==> src/rtl/bus_initiator_if.sv <==
// ---------------------------------------------------------------------------
// bus_initiator_if
// Groups the host command/response handshakes and the single-cycle peripheral
// bus of the bus initiator into one bundle.
//
// Signals:
//   cmd_valid/cmd_ready/cmd_we/cmd_addr/cmd_wdata  host -> initiator command
//   rsp_valid/rsp_ready/rsp_rdata                  initiator -> host read data
//   busy                                           initiator activity flag
//   bus_a/bus_we/bus_wd                            initiator -> slave bus
//   bus_rd                                         slave -> initiator read data
//
// Modports:
//   master : the initiator's view (drives the bus, answers the host)
//   slave  : the environment's view (host engine plus bus slaves)
// ---------------------------------------------------------------------------
interface bus_initiator_if #(
    parameter int AW = 32,
    parameter int DW = 32
);
    logic          cmd_valid;
    logic          cmd_ready;
    logic          cmd_we;
    logic [AW-1:0] cmd_addr;
    logic [DW-1:0] cmd_wdata;

    logic          rsp_valid;
    logic [DW-1:0] rsp_rdata;
    logic          rsp_ready;

    logic          busy;

    logic [AW-1:0] bus_a;
    logic          bus_we;
    logic [DW-1:0] bus_wd;
    logic [DW-1:0] bus_rd;

    modport master (
        input  cmd_valid, cmd_we, cmd_addr, cmd_wdata, rsp_ready, bus_rd,
        output cmd_ready, rsp_valid, rsp_rdata, busy, bus_a, bus_we, bus_wd
    );

    modport slave (
        output cmd_valid, cmd_we, cmd_addr, cmd_wdata, rsp_ready, bus_rd,
        input  cmd_ready, rsp_valid, rsp_rdata, busy, bus_a, bus_we, bus_wd
    );
endinterface

==> src/rtl/bus_initiator.sv <==
// ---------------------------------------------------------------------------
// bus_initiator
// Requesting end of the single-cycle peripheral bus. Host commands
// {we, addr, wdata} are queued in a small FIFO, each one is issued as a single
// bus access in acceptance order, and read data is returned over a
// valid/ready response handshake. A read response always completes before any
// later command is issued.
//
// Parameters:
//   AW          bus address width
//   DW          bus data width
//   FIFO_DEPTH  command FIFO entries (power of two, >= 2)
//   RD_WAIT     extra address-hold cycles before read sampling
//
// Ports:
//   clk    rising-edge clock
//   rst    asynchronous, active-high reset
//   busIf  bus_initiator_if.master: command/response handshakes and bus
//
// Build option:
//   BUS_INIT_RDWAIT_EN  when defined, reads pass through a WAIT state that
//                       holds bus_a for RD_WAIT further cycles before bus_rd
//                       is sampled (for slaves with registered read data).
//                       When undefined, WAIT and its counter do not exist,
//                       RD_WAIT has no effect and reads sample at the end of
//                       ACCESS.
// ---------------------------------------------------------------------------
module bus_initiator #(
    parameter int AW         = 32,
    parameter int DW         = 32,
    parameter int FIFO_DEPTH = 4,
    parameter int RD_WAIT    = 1
) (
    input  logic            clk,
    input  logic            rst,
    bus_initiator_if.master busIf
);

    localparam int PtrW = $clog2(FIFO_DEPTH);
    localparam int CntW = PtrW + 1;
    localparam logic [CntW-1:0] FullCount = CntW'(FIFO_DEPTH);

    // Reject configurations the FIFO pointer arithmetic cannot handle.
    if (FIFO_DEPTH < 2 || (FIFO_DEPTH & (FIFO_DEPTH - 1)) != 0) begin : gDepthCheck
        $error("bus_initiator: FIFO_DEPTH must be a power of two >= 2");
    end
    if (RD_WAIT < 0) begin : gRdWaitCheck
        $error("bus_initiator: RD_WAIT must not be negative");
    end

    typedef struct packed {
        logic          we;
        logic [AW-1:0] addr;
        logic [DW-1:0] wdata;
    } cmdEntryT;

`ifdef BUS_INIT_RDWAIT_EN
    typedef enum logic [1:0] {
        IDLE   = 2'd0,
        ACCESS = 2'd1,
        WAIT   = 2'd2,
        RESP   = 2'd3
    } stateT;

    // Counts the remaining WAIT cycles; largest value held is RD_WAIT-1.
    localparam int WaitW = (RD_WAIT > 1) ? $clog2(RD_WAIT) : 1;
    logic [WaitW-1:0] waitCntR;
`else
    typedef enum logic [1:0] {
        IDLE   = 2'd0,
        ACCESS = 2'd1,
        RESP   = 2'd3
    } stateT;
`endif

    // Command FIFO
    cmdEntryT          fifoMem [FIFO_DEPTH];
    logic [PtrW-1:0]   wrPtrR;
    logic [PtrW-1:0]   rdPtrR;
    logic [CntW-1:0]   countR;
    logic [CntW-1:0]   countNextS;
    logic              notEmptyS;
    logic              pushS;
    logic              popS;
    cmdEntryT          headS;

    // FSM and registered outputs
    stateT             stateR;
    logic              idleNextS;
    logic [AW-1:0]     busAR;
    logic              busWeR;
    logic [DW-1:0]     busWdR;
    logic              rspValidR;
    logic [DW-1:0]     rspRdataR;
    logic              cmdReadyR;
    logic              busyR;

    assign headS     = fifoMem[rdPtrR];
    assign notEmptyS = (countR != {CntW{1'b0}});
    // cmdReadyR is exactly !full, so a full FIFO never accepts, even when a
    // pop happens on the same edge.
    assign pushS     = busIf.cmd_valid && cmdReadyR;

    // Pop decision: a new command is taken from IDLE, straight after a write
    // access, or on the edge that hands a read response to the host.
    always_comb begin
        popS = 1'b0;
        case (stateR)
            IDLE:    popS = notEmptyS;
            ACCESS:  popS = busWeR && notEmptyS;
            RESP:    popS = busIf.rsp_ready && notEmptyS;
            default: popS = 1'b0;
        endcase
    end

    // Next FIFO occupancy; a simultaneous push and pop leave it unchanged.
    always_comb begin
        countNextS = countR + CntW'(pushS) - CntW'(popS);
    end

    // Whether the FSM lands in IDLE on the coming edge; feeds the registered
    // busy flag so it tracks the state and count it summarises.
    always_comb begin
        idleNextS = 1'b0;
        case (stateR)
            IDLE:    idleNextS = !popS;
            ACCESS:  idleNextS = busWeR && !popS;
            RESP:    idleNextS = busIf.rsp_ready && !popS;
            default: idleNextS = 1'b0;
        endcase
    end

    // FIFO payload storage; entries are only observed while counted as
    // valid, so the array itself carries no reset.
    always_ff @(posedge clk) begin
        if (pushS) begin
            fifoMem[wrPtrR] <= '{we: busIf.cmd_we, addr: busIf.cmd_addr, wdata: busIf.cmd_wdata};
        end
    end

    // FIFO pointers, occupancy and the host-facing ready/busy flags.
    always_ff @(posedge clk or posedge rst) begin
        if (rst) begin
            wrPtrR    <= {PtrW{1'b0}};
            rdPtrR    <= {PtrW{1'b0}};
            countR    <= {CntW{1'b0}};
            cmdReadyR <= 1'b1;
            busyR     <= 1'b0;
        end else begin
            if (pushS) begin
                wrPtrR <= wrPtrR + PtrW'(1'b1);
            end
            if (popS) begin
                rdPtrR <= rdPtrR + PtrW'(1'b1);
            end
            countR    <= countNextS;
            cmdReadyR <= (countNextS != FullCount);
            busyR     <= (countNextS != {CntW{1'b0}}) || !idleNextS;
        end
    end

    // Access sequencer: issues one bus access per command and owns every
    // bus-side and response-side output register.
    always_ff @(posedge clk or posedge rst) begin
        if (rst) begin
            stateR    <= IDLE;
            busAR     <= {AW{1'b0}};
            busWeR    <= 1'b0;
            busWdR    <= {DW{1'b0}};
            rspValidR <= 1'b0;
            rspRdataR <= {DW{1'b0}};
`ifdef BUS_INIT_RDWAIT_EN
            waitCntR  <= {WaitW{1'b0}};
`endif
        end else begin
            case (stateR)
                IDLE: begin
                    if (popS) begin
                        busAR  <= headS.addr;
                        busWdR <= headS.wdata;
                        busWeR <= headS.we;
                        stateR <= ACCESS;
                    end else begin
                        busWeR <= 1'b0;
                        stateR <= IDLE;
                    end
                end

                ACCESS: begin
                    if (busWeR) begin
                        // The slave commits the write on this edge; chain
                        // straight into the next command when one is queued.
                        if (popS) begin
                            busAR  <= headS.addr;
                            busWdR <= headS.wdata;
                            busWeR <= headS.we;
                            stateR <= ACCESS;
                        end else begin
                            busWeR <= 1'b0;
                            stateR <= IDLE;
                        end
                    end else begin
`ifdef BUS_INIT_RDWAIT_EN
                        if (RD_WAIT > 0) begin
                            waitCntR <= WaitW'(RD_WAIT - 1);
                            stateR   <= WAIT;
                        end else begin
                            rspRdataR <= busIf.bus_rd;
                            rspValidR <= 1'b1;
                            stateR    <= RESP;
                        end
`else
                        rspRdataR <= busIf.bus_rd;
                        rspValidR <= 1'b1;
                        stateR    <= RESP;
`endif
                    end
                end

`ifdef BUS_INIT_RDWAIT_EN
                WAIT: begin
                    // bus_a is simply left alone here, holding the address.
                    if (waitCntR == {WaitW{1'b0}}) begin
                        rspRdataR <= busIf.bus_rd;
                        rspValidR <= 1'b1;
                        stateR    <= RESP;
                    end else begin
                        waitCntR <= waitCntR - WaitW'(1'b1);
                        stateR   <= WAIT;
                    end
                end
`endif

                RESP: begin
                    // Nothing further is issued until the host takes the
                    // response, which keeps later writes behind the read.
                    if (busIf.rsp_ready) begin
                        rspValidR <= 1'b0;
                        if (popS) begin
                            busAR  <= headS.addr;
                            busWdR <= headS.wdata;
                            busWeR <= headS.we;
                            stateR <= ACCESS;
                        end else begin
                            stateR <= IDLE;
                        end
                    end else begin
                        stateR <= RESP;
                    end
                end

                default: begin
                    busWeR    <= 1'b0;
                    rspValidR <= 1'b0;
                    stateR    <= IDLE;
                end
            endcase
        end
    end

    assign busIf.cmd_ready = cmdReadyR;
    assign busIf.busy      = busyR;
    assign busIf.bus_a     = busAR;
    assign busIf.bus_we    = busWeR;
    assign busIf.bus_wd    = busWdR;
    assign busIf.rsp_valid = rspValidR;
    assign busIf.rsp_rdata = rspRdataR;

endmodule

==> src/flat_wrapper.sv <==
// flat-port wrapper written by rule: the top's interface ports become plain ports
module bus_initiator_flat 
#(
    parameter int AW         = 32,
    parameter int DW         = 32,
    parameter int FIFO_DEPTH = 4,
    parameter int RD_WAIT    = 1
)
  (clk, rst, busIf_cmd_valid, busIf_cmd_we, busIf_cmd_addr, busIf_cmd_wdata, busIf_rsp_ready, busIf_bus_rd, busIf_cmd_ready, busIf_rsp_valid, busIf_rsp_rdata, busIf_busy, busIf_bus_a, busIf_bus_we, busIf_bus_wd);
  bus_initiator_if #(.AW(AW), .DW(DW)) busIf_i ();
  input  logic clk;
  input  logic rst;
  input wire logic [$bits(busIf_i.cmd_valid)-1:0] busIf_cmd_valid;
  input wire logic [$bits(busIf_i.cmd_we)-1:0] busIf_cmd_we;
  input wire logic [$bits(busIf_i.cmd_addr)-1:0] busIf_cmd_addr;
  input wire logic [$bits(busIf_i.cmd_wdata)-1:0] busIf_cmd_wdata;
  input wire logic [$bits(busIf_i.rsp_ready)-1:0] busIf_rsp_ready;
  input wire logic [$bits(busIf_i.bus_rd)-1:0] busIf_bus_rd;
  output wire logic [$bits(busIf_i.cmd_ready)-1:0] busIf_cmd_ready;
  output wire logic [$bits(busIf_i.rsp_valid)-1:0] busIf_rsp_valid;
  output wire logic [$bits(busIf_i.rsp_rdata)-1:0] busIf_rsp_rdata;
  output wire logic [$bits(busIf_i.busy)-1:0] busIf_busy;
  output wire logic [$bits(busIf_i.bus_a)-1:0] busIf_bus_a;
  output wire logic [$bits(busIf_i.bus_we)-1:0] busIf_bus_we;
  output wire logic [$bits(busIf_i.bus_wd)-1:0] busIf_bus_wd;
  assign busIf_i.cmd_valid = busIf_cmd_valid;
  assign busIf_i.cmd_we = busIf_cmd_we;
  assign busIf_i.cmd_addr = busIf_cmd_addr;
  assign busIf_i.cmd_wdata = busIf_cmd_wdata;
  assign busIf_i.rsp_ready = busIf_rsp_ready;
  assign busIf_i.bus_rd = busIf_bus_rd;
  assign busIf_cmd_ready = busIf_i.cmd_ready;
  assign busIf_rsp_valid = busIf_i.rsp_valid;
  assign busIf_rsp_rdata = busIf_i.rsp_rdata;
  assign busIf_busy = busIf_i.busy;
  assign busIf_bus_a = busIf_i.bus_a;
  assign busIf_bus_we = busIf_i.bus_we;
  assign busIf_bus_wd = busIf_i.bus_wd;
  bus_initiator #(.AW(AW), .DW(DW), .FIFO_DEPTH(FIFO_DEPTH), .RD_WAIT(RD_WAIT)) u_core (.clk(clk), .rst(rst), .busIf(busIf_i));
endmodule
==> config.mk <==
export PLATFORM = sky130hd
export DESIGN_NAME = bus_initiator_flat
export DESIGN_NICKNAME = d
export VERILOG_FILES = /design/src/rtl/bus_initiator_if.sv /design/src/rtl/bus_initiator.sv /design/src/flat_wrapper.sv
export SDC_FILE = /design/constraint.sdc
export NUM_CORES = 1
export LEC_CHECK = 0
export BUFFER_PORTS_ARGS = -buffer_cell sky130_fd_sc_hd__buf_2
export CAP_MARGIN = 30
export CORE_MARGIN = 10
export CORE_UTILIZATION = 43
export DETAILED_ROUTE_END_ITERATION = 10
export PLACE_DENSITY_LB_ADDON = 0.2
export SLEW_MARGIN = 20
export SYNTH_ARGS = -nofsm -noshare
export SYNTH_HDL_FRONTEND = slang
export SYNTH_SLANG_ARGS = --single-unit
==> constraint.sdc <==
create_clock -name clk -period 4 [get_ports clk]
set_clock_uncertainty 0.2 [all_clocks]
set_input_delay 0.6 -clock clk [delete_from_list [all_inputs] [get_ports clk]]
set_output_delay 0.6 -clock clk [all_outputs]
set_load 0.01 [all_outputs]
# After elaboration in Yosys (flattened, before gate mapping)
# Memory sizes are Yosys's and may differ from the RTL's.
# Index checks and enable logic that the tools add are counted.
[op_classes] n_addsub=4 multipliers=0 div=0 magnitude_cmp=0 n_eq_ne=7 n_shift=0 n_mux=24 bitwise_logic=2 n_reduce_logical=16
[op_table] op="32-bit 2-to-1 mux" n=6
[op_table] op="32-bit case mux with 3 select lines" n=2
[op_table] op="1-bit case mux with 3 select lines" n=4
[op_table] op="1-bit 2-to-1 mux" n=9
[op_table] op="3-bit nonzero test" n=3
[op_table] op="2-bit case mux with 3 select lines" n=1
[op_table] op="3-bit AND reduction" n=2
[op_table] op="1-bit logical AND" n=5
[op_table] op="2-bit by 1-bit adder with 2-bit output, second input constant" n=2
[op_table] op="2-bit 2-to-1 mux" n=2
[op_table] op="2-bit by 1-bit inequality test with 1-bit output, second input constant" n=2
[op_table] op="2-bit inequality test, second input constant" n=2
[op_table] op="2-bit AND reduction" n=2
[op_table] op="3-bit by 1-bit adder with 3-bit output" n=1
[op_table] op="3-bit inequality test, second input constant" n=1
[op_table] op="3-bit by 1-bit subtractor with 3-bit output" n=1
[op_table] op="2-bit by 1-bit equality test with 1-bit output, second input constant" n=1
[op_table] op="2-bit equality test, second input constant" n=1
[op_table] op="1-bit zero test" n=2
[op_table] op="2-bit zero test" n=1
[op_table] op="1-bit NOT" n=2
[op_table] op="1-bit logical OR" n=1
[totals] register_bits=109 latch_bits=0 ramBits=260 romBits=0 out_inout_bits=100 word_cells=65 memories=1
[memory_table] memory="u_core.fifoMem" words=4 word_bits=65 read_ports=1 rd_clocked_by_memory_dff=0 write_ports=1 line="bus_initiator.sv:77" source="cmdEntryT fifoMem [FIFO_DEPTH];"

# Depth between registers and ports, before layout
[logic_depth] depth_word=8 mapped_depth=13 ltp_nobuf=10

# Worst setup path before layout
# OpenSTA, ideal clock, no wires.
[synth_path] path_kind="register to register" start="reg u_core.stateR[1]" end="reg u_core.busyR (netlist: u_core.busIf.busy)" setup_ps=134 t_arrival_ps=2529 required_time_ps=3666 slack_ps=1138 stages_incl_launch_ff=14 n_path_buf=3 period_less_slack_ps=2862 cell_sequence="dfrtp_1 buf_6 nand2b_4 a211oi_2 buf_6 buf_8 ha_1 inv_1 ha_1 inv_1 fa_1 xnor2_1 xnor2_1 nand4b_1"
[synth_via] word_cells_on_any_way=12
[synth_rtl] item="from (decl)" line="bus_initiator.sv:88" source="stateT stateR;"
[synth_rtl] item="from (signal assigned)" line="bus_initiator.sv:166" source="stateR <= IDLE;"
[synth_rtl] item="from (signal assigned)" line="bus_initiator.sv:182" source="stateR <= ACCESS;"
[synth_rtl] item="from (signal assigned)" line="bus_initiator.sv:185" source="stateR <= IDLE;"
[synth_rtl] item="2-bit equality test (tied with other cells)" line="bus_initiator.sv:108" source="case (stateR)"
[synth_rtl] item="1-bit case mux with 3 select lines (*)" line="bus_initiator.sv:108"
[synth_rtl] item="net u_core.popS" line="bus_initiator.sv:84" source="logic popS;"
[synth_rtl] item="3-bit by 1-bit subtractor with 3-bit output (*)" line="bus_initiator.sv:118" source="countNextS = countR + CntW'(pushS) - CntW'(popS);"
[synth_rtl] item="net u_core.countNextS[2]" line="bus_initiator.sv:81" source="logic [CntW-1:0] countNextS;"
[synth_rtl] item="3-bit nonzero test (*)" line="bus_initiator.sv:158" source="busyR <= (countNextS != {CntW{1'b0}}) || !idleNextS;"
[synth_rtl] item="1-bit logical OR (*)" line="bus_initiator.sv:158"
[synth_rtl] item="to (signal assigned)" line="bus_initiator.sv:158"
[synth_rtl] item="to (decl)" line="bus_initiator.sv:96" source="logic busyR;"
# Mark *: on every way through the listed nets, which the timed path passes. The rest lies on a longest branch.
# A chain may end at the register's enable or synchronous reset.

# Final worst setup path
[layout_path] start="reg u_core.stateR[1]" end="reg u_core.busWdR[31] (netlist: u_core.busIf.bus_wd[31])"
[layout_via] elab_chain_cells=5 word_cells_on_any_way=12
[layout_lines] item="2-bit equality test (tied with other cells)" line="bus_initiator.sv:108, bus_initiator.sv:176"
[layout_lines] item="1-bit case mux with 3 select lines" line="bus_initiator.sv:108"
[layout_lines] item="32-bit 2-to-1 mux"
[layout_lines] item="32-bit 2-to-1 mux, on equally long branches"
[layout_lines] item="32-bit case mux with 3 select lines" line="bus_initiator.sv:176" source="case (stateR)"
[layout_lines] item="to (signal assigned)" line="bus_initiator.sv:169" source="busWdR <= {DW{1'b0}};"
[layout_lines] item="to (signal assigned)" line="bus_initiator.sv:180" source="busWdR <= headS.wdata;"
[layout_lines] item="to (signal assigned)" line="bus_initiator.sv:195" source="busWdR <= headS.wdata;"
[layout_lines] item="to (decl)" line="bus_initiator.sv:92" source="logic [DW-1:0] busWdR;"
# Parallel ways exist; a longest one is shown, timed or not. The select of a mux whose other input is x is not followed.

==> flow_summary.ini <==
[synth]
synth_top_area_cell = edfxtp_1
netlist-cell-type-count = 37
syn-cell-area_sq_um = 13800
net_count_after_synthesis = 714
top_post_synthesis_cells_by_area = edfxtp_1, dfrtp_1, mux4_2
synth.ff_latch_count = 369
synth.avg_cell_area_sq_um = 22.8
synth-edff-count = 260
synthCells = 606
async_reset_ff_frac = 0.295
synth_flop_cell = edfxtp_1
synth_sequential_area_ratio = 0.763
synth_warnings = 0
post-synth-top-area-fraction = 0.566

[drt]
drc_errors = 0
drt_first_pass_iters = 6
avgRoutedWirePerCell_um = 22.7
detailroute.via_count = 6573
drt.antenna.violating_nets = 0
totalWireLength_um = 29000
drtIter0Drc = 261
viasPerCell = 5.15

[placed_design]
numPortBuffers = 200
dp_worst_setup_slack_ps = 913
hpwlAfterDp_um = 18100
placer_congestion_estimate = 0.741

[global_routing]
pin_count_of_the_biggest_net_entering_global_routing = 62
globalRouteOverflowTotal = 0
first_global_vias = 7630
number_of_antenna_violations_at_the_first_check_in_global_routing = 7
grtUsageTotal = 0.147
grt_first_pass_wirelength_um = 44500

[sta]
max_clock_freq_ghz = 0.336
fin_crit_ps = 2980
hold-worst-slack_ps = 88.9
timing.setup.tns_ps = 0
final_ws_setup_ps = 1020
worst_max_slew_pin_slew_ps = 896
timing.max_slew.rel_slack = 0.402
finalCritPeriodShare = 0.745
finalSetupViolations = 0
rsz0062_at_grt = false
timing_hold_violations_final = 0
final_max_slew_viol_count = 0

[cells_and_area]
finalNetCount = 945
area_delta_synth_final_pct = 20.1
drive_gt1_frac = 0.514

[die]
initial_core_util = 0.436
placeableCoreArea_sq_um = 31600
die-area_sq_um = 39700
die_y_um = 199
die_x_um = 199
io_pins = 201
std_cell_rows = 65

[power_and_ir_drop]
power_frac_clock = 0.249
power_switching_share = 0.294
intPower_mw = 9.49
power.combinational.fraction = 0.314
p_sw_mw = 3.95
irDropWorstVdd_mv = 0.446
power.density_cell_area_nw_per_um2 = 811
leakagePower_nw = 6.27
sequentialPowerShare = 0.437

[clock_network]
post_cts_setup_inserts = 0
htree_num_levels = 2
path_clk_slew_ps = 60
root_buffer = clkbuf_16
cts_made_buffers = 40
clock_latency_ps = 520
cts.sinks = 369
clock_tree.buffer_depth = 3
tritoncts = built
post_cts.resized_instances = 0

[critical_path]
critical_path_arrival_ps = 3180
critical_path.startpoint_type = flip-flop
critical_path.most_common_cell = buf_4
slowest_stage = buf_4
path_class = reg -> reg
path_delay_family = buffers and inverters
required_ps = 4200
worstPathMaxFanout = 41
cp_cell_sequence = nand2b_4, a211oi_4, buf_4, buf_4, mux2_2
path_buf_inv = 2
critical_path.endpoint_type = flip-flop
critPathMaxStageDelay_ps = 780

[flow_run]
cap_viol_max_count = 0

[min_path]
worstHoldPathType = in -> reg

[status]
status = complete, no violations
## routing by layer
| layer | vias to the layer above | GRT usage | wire length (um) |
|---|---|---|---|
| met1 | 3462 | 0.166 | 11100 |
| met4 | 4 | 0.0478 | 665 |
| li1 | 2902 | - | - |
| met2 | 156 | 0.265 | 15500 |
| met3 | 49 | 0.0365 | 1680 |
| met5 | - | 0 | 27 |
## layout make-up
class                      count  area [sq um]
multi-input combinational    201          3060
fill                        2543         15100
inverter                      11          46.3
sequential                   369         10500
timing repair buffer         214          1200
antenna                        6          15.0
clock buffer                  58          1120
clock inverter                16          88.8
tap                          402           503
## cell usage after synthesis (all sizes together), types with 2 or more instances
master / instances
a21oi: 2
and3: 4
buf: 19
nor2: 2
inv: 11
nand2: 3
clkbuf: 6
nand2b: 2
edfxtp: 260
mux4: 65
ha: 6
dfrtp: 108
mux2: 96
o2111ai: 2
xnor2: 4
## worst register-to-register path: cells and delay by family (launching register included)
kind / cells / cell delay (ps)
simple gates: 1 / 220
flops: 1 / 500
mux: 1 / 440
compound gates: 1 / 290
buf+inv: 2 / 1210
## timing repair
action	4_1_cts	5_1_grt
hold buffers	1	0
hold endpoints to repair	48	0
setup endpoints to repair	0	0
## cells in the final DEF, fill, tap and decap left out, types with 6 or more instances in the layout
cell       synthesis  final
diode_2            0      6
dfrtp_1          108    106
mux4_2            65     65
clkbuf_16          0     41
edfxtp_1         260    260
clkbuf_1           6     14
ha_1               6      6
mux2_2            58     58
buf_2              8    200
clkinv_2           0     12
mux2_4            38     38
inv_1             10      9
buf_4              1      8
## power groups by stage
stage / Combinational (mW) / Clock [mW] / Sequential (mW)
final: 4.22 / 3.35 / 5.87
after global routing: 4.57 / 3.61 / 6.01
after CTS: 4.35 / 3.45 / 5.90
after detailed placement: 4.35 / 0 / 5.96
after global placement: 4.07 / 0 / 5.99
after floorplan: 2.92 / 0 / 5.93
## state kept, by name, summed over array words and instances (netlist names)
name and flops:
u_core.countR 3, u_core.busIf.rsp_valid 1, u_core.wrPtrR 2, u_core.busIf.bus_a 32, u_core.busIf.rsp_rdata 32, u_core.stateR 2
u_core.fifoMem 260, u_core.busIf.bus_we 1, u_core.busIf.cmd_ready 1, u_core.busIf.busy 1, u_core.busIf.bus_wd 32, u_core.rdPtrR 2
## per-stage QoR
step | power, mW | util | std cells | cell area [sq um]
after floorplan | 8.85 | - | 606 | 13800
final | 13.4 | 0.524 | 1277 | 16600
after detailed placement | 10.3 | 0.485 | 1196 | 15300
after global placement | 10.1 | 0.482 | 1192 | 15200
after CTS | 13.7 | 0.524 | 1271 | 16600
after global routing | 14.2 | 0.524 | 1272 | 16600
## cells by family after synthesis
family / after synthesis / share of synthesized area
XOR/XNOR: 5 / 0.00317
adder cells (fa/ha/maj): 7 / 0.00689
flip-flops: 369 / 0.763
multiplexers: 161 / 0.195
AO/OA/AOI/OAI: 11 / 0.00680
AND/OR/NAND/NOR: 17 / 0.00780
buffers and inverters: 36 / 0.0173
## path summary, 6_finish.rpt
check                                           start                    endpoint  slack (ps)  cells past startpoint
max in group asynchronous                         rst      u_core.busIf.cmd_ready        2380                      4
min reg2reg                u_core.busIf.rsp_rdata[27]  u_core.busIf.rsp_rdata[27]         300                      1
max reg2reg                          u_core.stateR[1]     u_core.busIf.bus_wd[31]        1020                      5
min in group asynchronous                         rst   u_core.busIf.rsp_rdata[5]         490                      3
max                                  u_core.stateR[1]     u_core.busIf.bus_wd[31]        1020                      5
min                                busIf_cmd_addr[31]       u_core.fifoMem[1][63]          90                      1
(Power assumes the default switching activity.)
